`config.mk`:
```
export PLATFORM = sky130hd
export DESIGN_NAME = jam_cost_loader
export DESIGN_NICKNAME = d
export VERILOG_FILES = /design/src/rtl/jam_pkg.sv /design/src/rtl/jam_cost_mem.sv /design/src/rtl/jam_cost_loader.sv
export SDC_FILE = /design/constraint.sdc
export NUM_CORES = 1
export LEC_CHECK = 0
export ABC_AREA = 1
export CAP_MARGIN = 20
export CORE_MARGIN = 1
export CORE_UTILIZATION = 42
export DETAILED_ROUTE_END_ITERATION = 8
export PLACE_DENSITY = 0.68
export SYNTH_ARGS = -nofsm -noshare
export SYNTH_HDL_FRONTEND = slang
export SYNTH_HIERARCHICAL = 1
export SYNTH_SLANG_ARGS = --single-unit
```
`constraint.sdc`:
```
create_clock -name CLK -period 14.34 [get_ports CLK]
set_input_delay 1.434 -clock CLK [delete_from_list [all_inputs] [get_ports CLK]]
set_output_delay 1.434 -clock CLK [all_outputs]
set_load 0.1 [all_outputs]
```
`src/rtl/jam_pkg.sv`:
```
// Constants and types shared by the JAM cost loader and the solver.
package jam_pkg;

    localparam int N  = 8;
    localparam int CW = 7;
    localparam int SW = 10;
    localparam int IW = $clog2(N * N);

    typedef enum logic {
        LOAD,
        DONE
    } state_t;

    function automatic logic [CW-1:0] min_cost(input logic [CW-1:0] a, input logic [CW-1:0] b);
        return (a < b) ? a : b;
    endfunction

endpackage

```
`src/rtl/jam_cost_mem.sv`:
```
// N*N x CW cost register file: one write port, one combinational read port.
module jam_cost_mem
    import jam_pkg::*;
(
    input  logic          CLK,
    input  logic          RST,
    input  logic          we,
    input  logic [IW-1:0] waddr,
    input  logic [CW-1:0] wdata,
    input  logic [IW-1:0] raddr,
    output logic [CW-1:0] rdata
);

    logic [CW-1:0] mem [N*N];

    // Every word resets to zero so reads before the first load are well defined.
    always_ff @(posedge CLK or posedge RST) begin
        if (RST) begin
            for (int i = 0; i < N * N; i++) begin
                mem[i] <= '0;
            end
        end else if (we) begin
            mem[waddr] <= wdata;
        end
    end

    assign rdata = mem[raddr];

endmodule

```
`src/rtl/jam_cost_loader.sv`:
```
// Loads the 8x8 JAM cost matrix from a word stream, serves combinational
// lookups and tracks a row-minimum lower bound while holding the solver in reset.
module jam_cost_loader
    import jam_pkg::*;
(
    input  logic          CLK,
    input  logic          RST,
    input  logic          in_valid,
    output logic          in_ready,
    input  logic [CW-1:0] in_data,
    input  logic          in_last,
    input  logic          reload,
    input  logic [2:0]    W,
    input  logic [2:0]    J,
    output logic [CW-1:0] Cost,
    output logic          table_ready,
    output logic          solver_rst,
    output logic [SW-1:0] lower_bound,
    output logic          frame_err
);

    state_t        state;
    state_t        state_next;
    logic [IW-1:0] k;
    logic [CW-1:0] rowmin;
    logic          accept;
    logic          last_word;
    logic          row_end;
    logic [CW-1:0] cur_min;

    assign accept    = in_valid & in_ready;
    assign last_word = (k == IW'(N * N - 1));
    assign row_end   = (k[2:0] == 3'(N - 1));
    assign cur_min   = (k[2:0] == 3'd0) ? in_data : min_cost(rowmin, in_data);

    always_ff @(posedge CLK or posedge RST) begin
        if (RST) begin
            state <= LOAD;
        end else begin
            state <= state_next;
        end
    end

    always_comb begin
        state_next = state;
        case (state)
            LOAD:    if (accept && last_word) state_next = DONE;
            DONE:    if (reload) state_next = LOAD;
            default: state_next = LOAD;
        endcase
    end

    always_comb begin
        in_ready    = (state == LOAD);
        table_ready = (state == DONE);
    end

    // An early in_last restarts the frame from word 0; a missing in_last on
    // word 63 is flagged but the table is still taken as complete.
    always_ff @(posedge CLK or posedge RST) begin
        if (RST) begin
            k           <= '0;
            rowmin      <= '0;
            lower_bound <= '0;
            frame_err   <= 1'b0;
            solver_rst  <= 1'b1;
        end else begin
            solver_rst <= (state_next == LOAD);
            if (state == DONE && reload) begin
                k           <= '0;
                lower_bound <= '0;
                frame_err   <= 1'b0;
            end else if (accept) begin
                if (last_word) begin
                    k           <= '0;
                    lower_bound <= lower_bound + SW'(cur_min);
                    if (!in_last) frame_err <= 1'b1;
                end else if (in_last) begin
                    k           <= '0;
                    rowmin      <= '0;
                    lower_bound <= '0;
                    frame_err   <= 1'b1;
                end else begin
                    k      <= k + IW'(1);
                    rowmin <= cur_min;
                    if (row_end) lower_bound <= lower_bound + SW'(cur_min);
                end
            end
        end
    end

    jam_cost_mem u_mem (
        .CLK   (CLK),
        .RST   (RST),
        .we    (accept),
        .waddr (k),
        .wdata (in_data),
        .raddr ({W, J}),
        .rdata (Cost)
    );

endmodule

```
=== Word-level counts from Yosys, hierarchy flattened ===
Index checks and enable logic that the tools add are counted.

* Add/subtract/negate cells: 2
* Multiply operators: 0
* Div/mod/pow operators: 0
* $lt $le $gt $ge: 4
* Eq/ne operators: 3
* Shifts and indexed selects: 0
* Mux-type cells: 26
* Bitwise logic cells: 7
* Reductions and logical operators: 10

{| class="wikitable"
|+ Operator list
! operator !! number
|-
| $bwmux 448 || 1
|-
| $mux 10 || 5
|-
| $bmux 7 s6 || 1
|-
| $demux 7 s6 || 1
|-
| $mux 7 || 6
|-
| $mux 6 || 4
|-
| $ge 7x7->1 const B || 2
|-
| $not 6->7 || 2
|-
| $add 10x7->10 || 1
|-
| $lt 7x1->1 const B || 1
|-
| $lt 7x7->1 || 1
|-
| $mux 1 || 7
|-
| $add 6x1->6 const B || 1
|-
| $eq 6x6->1 const B || 1
|-
| $reduce_and 3->1 || 2
|-
| $not 1->1 || 4
|-
| $reduce_bool 4->1 || 1
|-
| $eq 3x3->1 const B || 1
|-
| $logic_and 1x1->1 || 3
|-
| $logic_not 3->1 || 1
|-
| $ne 3x2->1 const B || 1
|-
| $reduce_bool 3->1 || 1
|-
| $pmux 1 s2 || 1
|-
| $reduce_and 2->1 || 1
|-
| other kinds (2) || 2
|}

* Flip-flop bits (word level): 474
* Latch bits: 0
* Bits in writable memories: 0
* Bits in read-only memories: 0
* Input bits: 18
* Output and inout port bits: 21
* Logic and storage cells: 122
* Memories: 0

=== Logic depth before layout (Yosys ltp) ===
* Depth in word-level cells: 9
* Depth in mapped cells: 19
* Gate-level depth less buffers: 19

=== Modules after synthesis ===
The synthesis kept the hierarchy.

{| class="wikitable"
|+ Modules (own cells, without submodules)
! module !! instances !! cells each !! area each (um2) !! sequential area each (um2)
|-
| jam_cost_mem || 1 || 2602 || 20588.5 || 11210.8
|-
| jam_cost_loader || 1 || 246 || 1854.3 || 651.9
|}

=== Worst setup path after synthesis ===
OpenSTA, ideal clock, no wires.

* Path kind: input port to output port
* Start: in J[0]
* End: out Cost[0]
* Arrival: 3.311 ns
* Required time: 12.906 ns
* Path slack: 9.595 ns
* Cell stages on the path: 12
* Path buffers: 3
* Cells stage by stage: buf_2 inv_2 clkbuf_1 clkbuf_1 nand2_1 nand3_1 nand3_1 nand2_1 nand2_1 nand3_1 nand3_1 nand2_1

* Word-level cells in the longest chain between the ends: 4

{| class="wikitable"
|+ Ends and longest elaborated chain
! item !! line !! text
|-
| from (decl) || jam_cost_loader.sv:14 || <nowiki>input logic [2:0] J,</nowiki>
|-
| $not 6->7 (not written as such) || jam_cost_mem.sv:27 || <nowiki>assign rdata = mem[raddr];</nowiki>
|-
| $bmux 7 s6 || jam_cost_mem.sv:27 ||
|-
| $mux 7 (not written as such) (2 in a row) || jam_cost_mem.sv:27 ||
|-
| to (decl) || jam_cost_loader.sv:15 || <nowiki>output logic [CW-1:0] Cost,</nowiki>
|}

Every way passes these cells. The select of a mux whose other input is x is not followed.

=== Final worst setup path ===
* Start: in J[0]
* End: out Cost[6]

The elaborated chain is that of the path after synthesis.

==> results.json <==
{
  "synth_flop_cell": "dfrtp_1",
  "min_period_over_period_pct": 48.70,
  "synth_area_leader_cell": "dfrtp_1",
  "post_cts_buffers": 0,
  "setup_viol": 0,
  "ys_top_cells_by_count": "nand2_1 (1052), dfrtp_1 (473), nand3_1 (400)",
  "yosys_warnings": 6,
  "dp_hpwl_mm": 38.64,
  "grt_pass1_vias": 17960,
  "clock.fmax_ghz": 0.1432,
  "first_pass_iters": 6,
  "crit_fanout": 122,
  "synth_cell_type_count": 36,
  "cpPeakStageDelay_ns": 1.17,
  "ios": 39,
  "worstSetupPathType": "input port to primary output",
  "via_per_inst": 5.559,
  "cts_tree": "yes",
  "pre_cts_ws_ns": 7.149,
  "whs_ns": 0.4809,
  "gr-usage-all-layers_pct": 24.34,
  "portBuffers": 38,
  "die_y_um": 233.2,
  "synth-edff-count": 0,
  "coreArea_sq_mm": 0.05266,
  "worstSetupEndpointType": "primary output",
  "syn_avg_cell_area_sq_um": 7.880,
  "cp-start-kind": "input port",
  "routabilityCongestion": 0.8931,
  "area_delta_synth_final_pct": 10.93,
  "grt_pass1_wl_mm": 103.7,
  "overflow": 0,
  "period_needed_ns": 6.984,
  "vias": 19380,
  "drive_gt1_share_pct": 5.861,
  "ir_drop_mv": 0.1793,
  "drv_cap": 0,
  "drtAntennaViolNets": 0,
  "synth_cells": 2848,
  "arrival_ns": 5.55,
  "htreeDepth": 2,
  "tns_ns": 0,
  "drt_iter0_drc": 2011,
  "routedWlPerCell_um": 18.92,
  "diodes": 0,
  "nNetsFinal": 2795,
  "cts_resized": 0,
  "initial_utilization_pct": 42.62,
  "synth_top_area_share_pct": 52.74,
  "clk_pin_slew_ns": 0.06,
  "hold_viol": 0,
  "path_cells": "buf_6, inv_6, buf_4, buf_16, nand2_1, nand3_1, nand3_1, nand2_1, nand2_1, nand3_1, nand3_1, nand2_1, clkdlybuf4s50_1",
  "synth_seq_cells": 474,
  "die_area_sq_mm": 0.05436,
  "fill_cells": 5074,
  "netlist_area_sq_mm": 0.02244,
  "yosysSeqAreaShare_pct": 52.86,
  "drv_slew": 0,
  "core.rowCount": 84,
  "tightest_slew_ns": 1.297,
  "outcome": "complete, no violations",
  "ys_top_cells_by_area": "dfrtp_1 (53%), nand2_1 (18%), nand3_1 (8.9%)",
  "fin_area_sq_mm": 0.02490,
  "dieWidth_um": 233.2,
  "grt_antenna_before_repair": 0,
  "required_ns": 12.91,
  "cts_buffers": 51,
  "p_leak_nw": 11.26,
  "synth.most_common_cell": "nand2_1",
  "hold_buffers": 0,
  "max-slew-margin-rel_pct": 12.88,
  "slowest_stage": "clkdlybuf4s50_1",
  "clock_sinks": 474,
  "drc": 0,
  "place_area_sq_mm": 0.02307,
  "hold_class": "flip-flop to flip-flop",
  "fin_ws_ns": 7.356,
  "cp_num_buf_inv": 5,
  "routed_wl_mm": 65.94,
  "clockRootBuffer": "clkbuf_16",
  "clock_path_buffers": 3,
  "synthArstFlopShare_pct": 100.0,
  "clk_latency_ns": 0.60,
  "finClkSkew_ns": 0.01919,
  "cp_top_family": "buffers and inverters",
  "rsz0062_at_grt": "false",
  "p_per_area_mw_per_mm2": 139.9,
  "syn-num-nets": 2883,
  "grt_max_degree": 123
}
## final cells by class
class	count	area (sq um)	area share, %
sequential	474	11860	47.65
multi-input combinational	2114	9562	38.41
clock buffer	80	1567	6.292
tap	688	860.8	3.458
timing repair buffer	62	634.4	2.548
inverter	57	235.2	0.9449
clock inverter	11	173.9	0.6986
## per-stage QoR
step                      instances  util, %  power (mW)
final                          3486    47.28       3.482
after global placement         3391    43.76       2.118
after CTS                      3483    47.12       3.495
after floorplan                2848        -       1.961
after global routing           3486    47.28       3.626
after detailed placement       3392    43.82       2.131
## worst min-delay path: stages, from the launching register on
cell     delay, ns
dfrtp_1       0.34
nand2_1       0.05
nand2_1       0.05
## flip-flops by register name (all words and copies together) (netlist names)
signal       count
rowmin           7
table_ready      1
frame_err        1
u_mem/mem      448
k                6
solver_rst       1
lower_bound     10
## metal layers
metal | GRT usage, % | vias up | part of all wire [%]
li1 | - | 9130 | -
met5 | 0 | - | 0
met4 | 8.252 | 0 | 3.0
met2 | 36.91 | 813 | 45
met1 | 35.34 | 9320 | 44
met3 | 3.735 | 115 | 8.1
## cells by family (layout without fill, tap and decap cells)
logic type                 count (synthesis)  count (layout)  share of synthesized area (%)
buffers and inverters                    260             210                          4.538
AOI/OAI and AO/OA                        470             470                          10.61
DFF                                      474             474                          52.86
and+or+nand+nor                         1622            1622                          30.82
adders and majority gates                 17              17                         0.9812
xor gates and xnor gates                   5               5                         0.1951
## layout by cell type (no fill, tap or decap), drive strengths merged, types with 11 or more instances in the layout
cell type         n
o21ai           367
nand3           402
buf              27
clkinv           11
dfrtp           473
nor2            123
clkdlybuf4s50    35
nor3             12
nand2          1059
clkbuf           80
inv              53
ha               16
a21oi           100
## path summary, 6_finish.rpt
kind,slack (ns),start,endpoint,depth (start not counted)
max,7.36,J[0],Cost[6],13
max reg2reg,10.99,k[0]$_DFFE_PP0P_,lower_bound[8]$_DFFE_PP0P_,15
min,0.48,rowmin[0]$_DFFE_PP0P_,rowmin[0]$_DFFE_PP0P_,2
min reg2reg,0.48,rowmin[0]$_DFFE_PP0P_,rowmin[0]$_DFFE_PP0P_,2
max in group asynchronous,11.43,RST,u_mem/mem[85]$_DFFE_PP0P_,3
min in group asynchronous,1.32,RST,table_ready$_DFF_PP0_,2
## power by group
group | internal (mW) | total, mW | switching, mW
Sequential | 1.45 | 1.53 | 0.0822
Clock | 0.819 | 1.36 | 0.545
Combinational | 0.173 | 0.590 | 0.416
Total | 2.44 | 3.48 | 1.04
No activity file was read; power rests on OpenSTA's default activity.
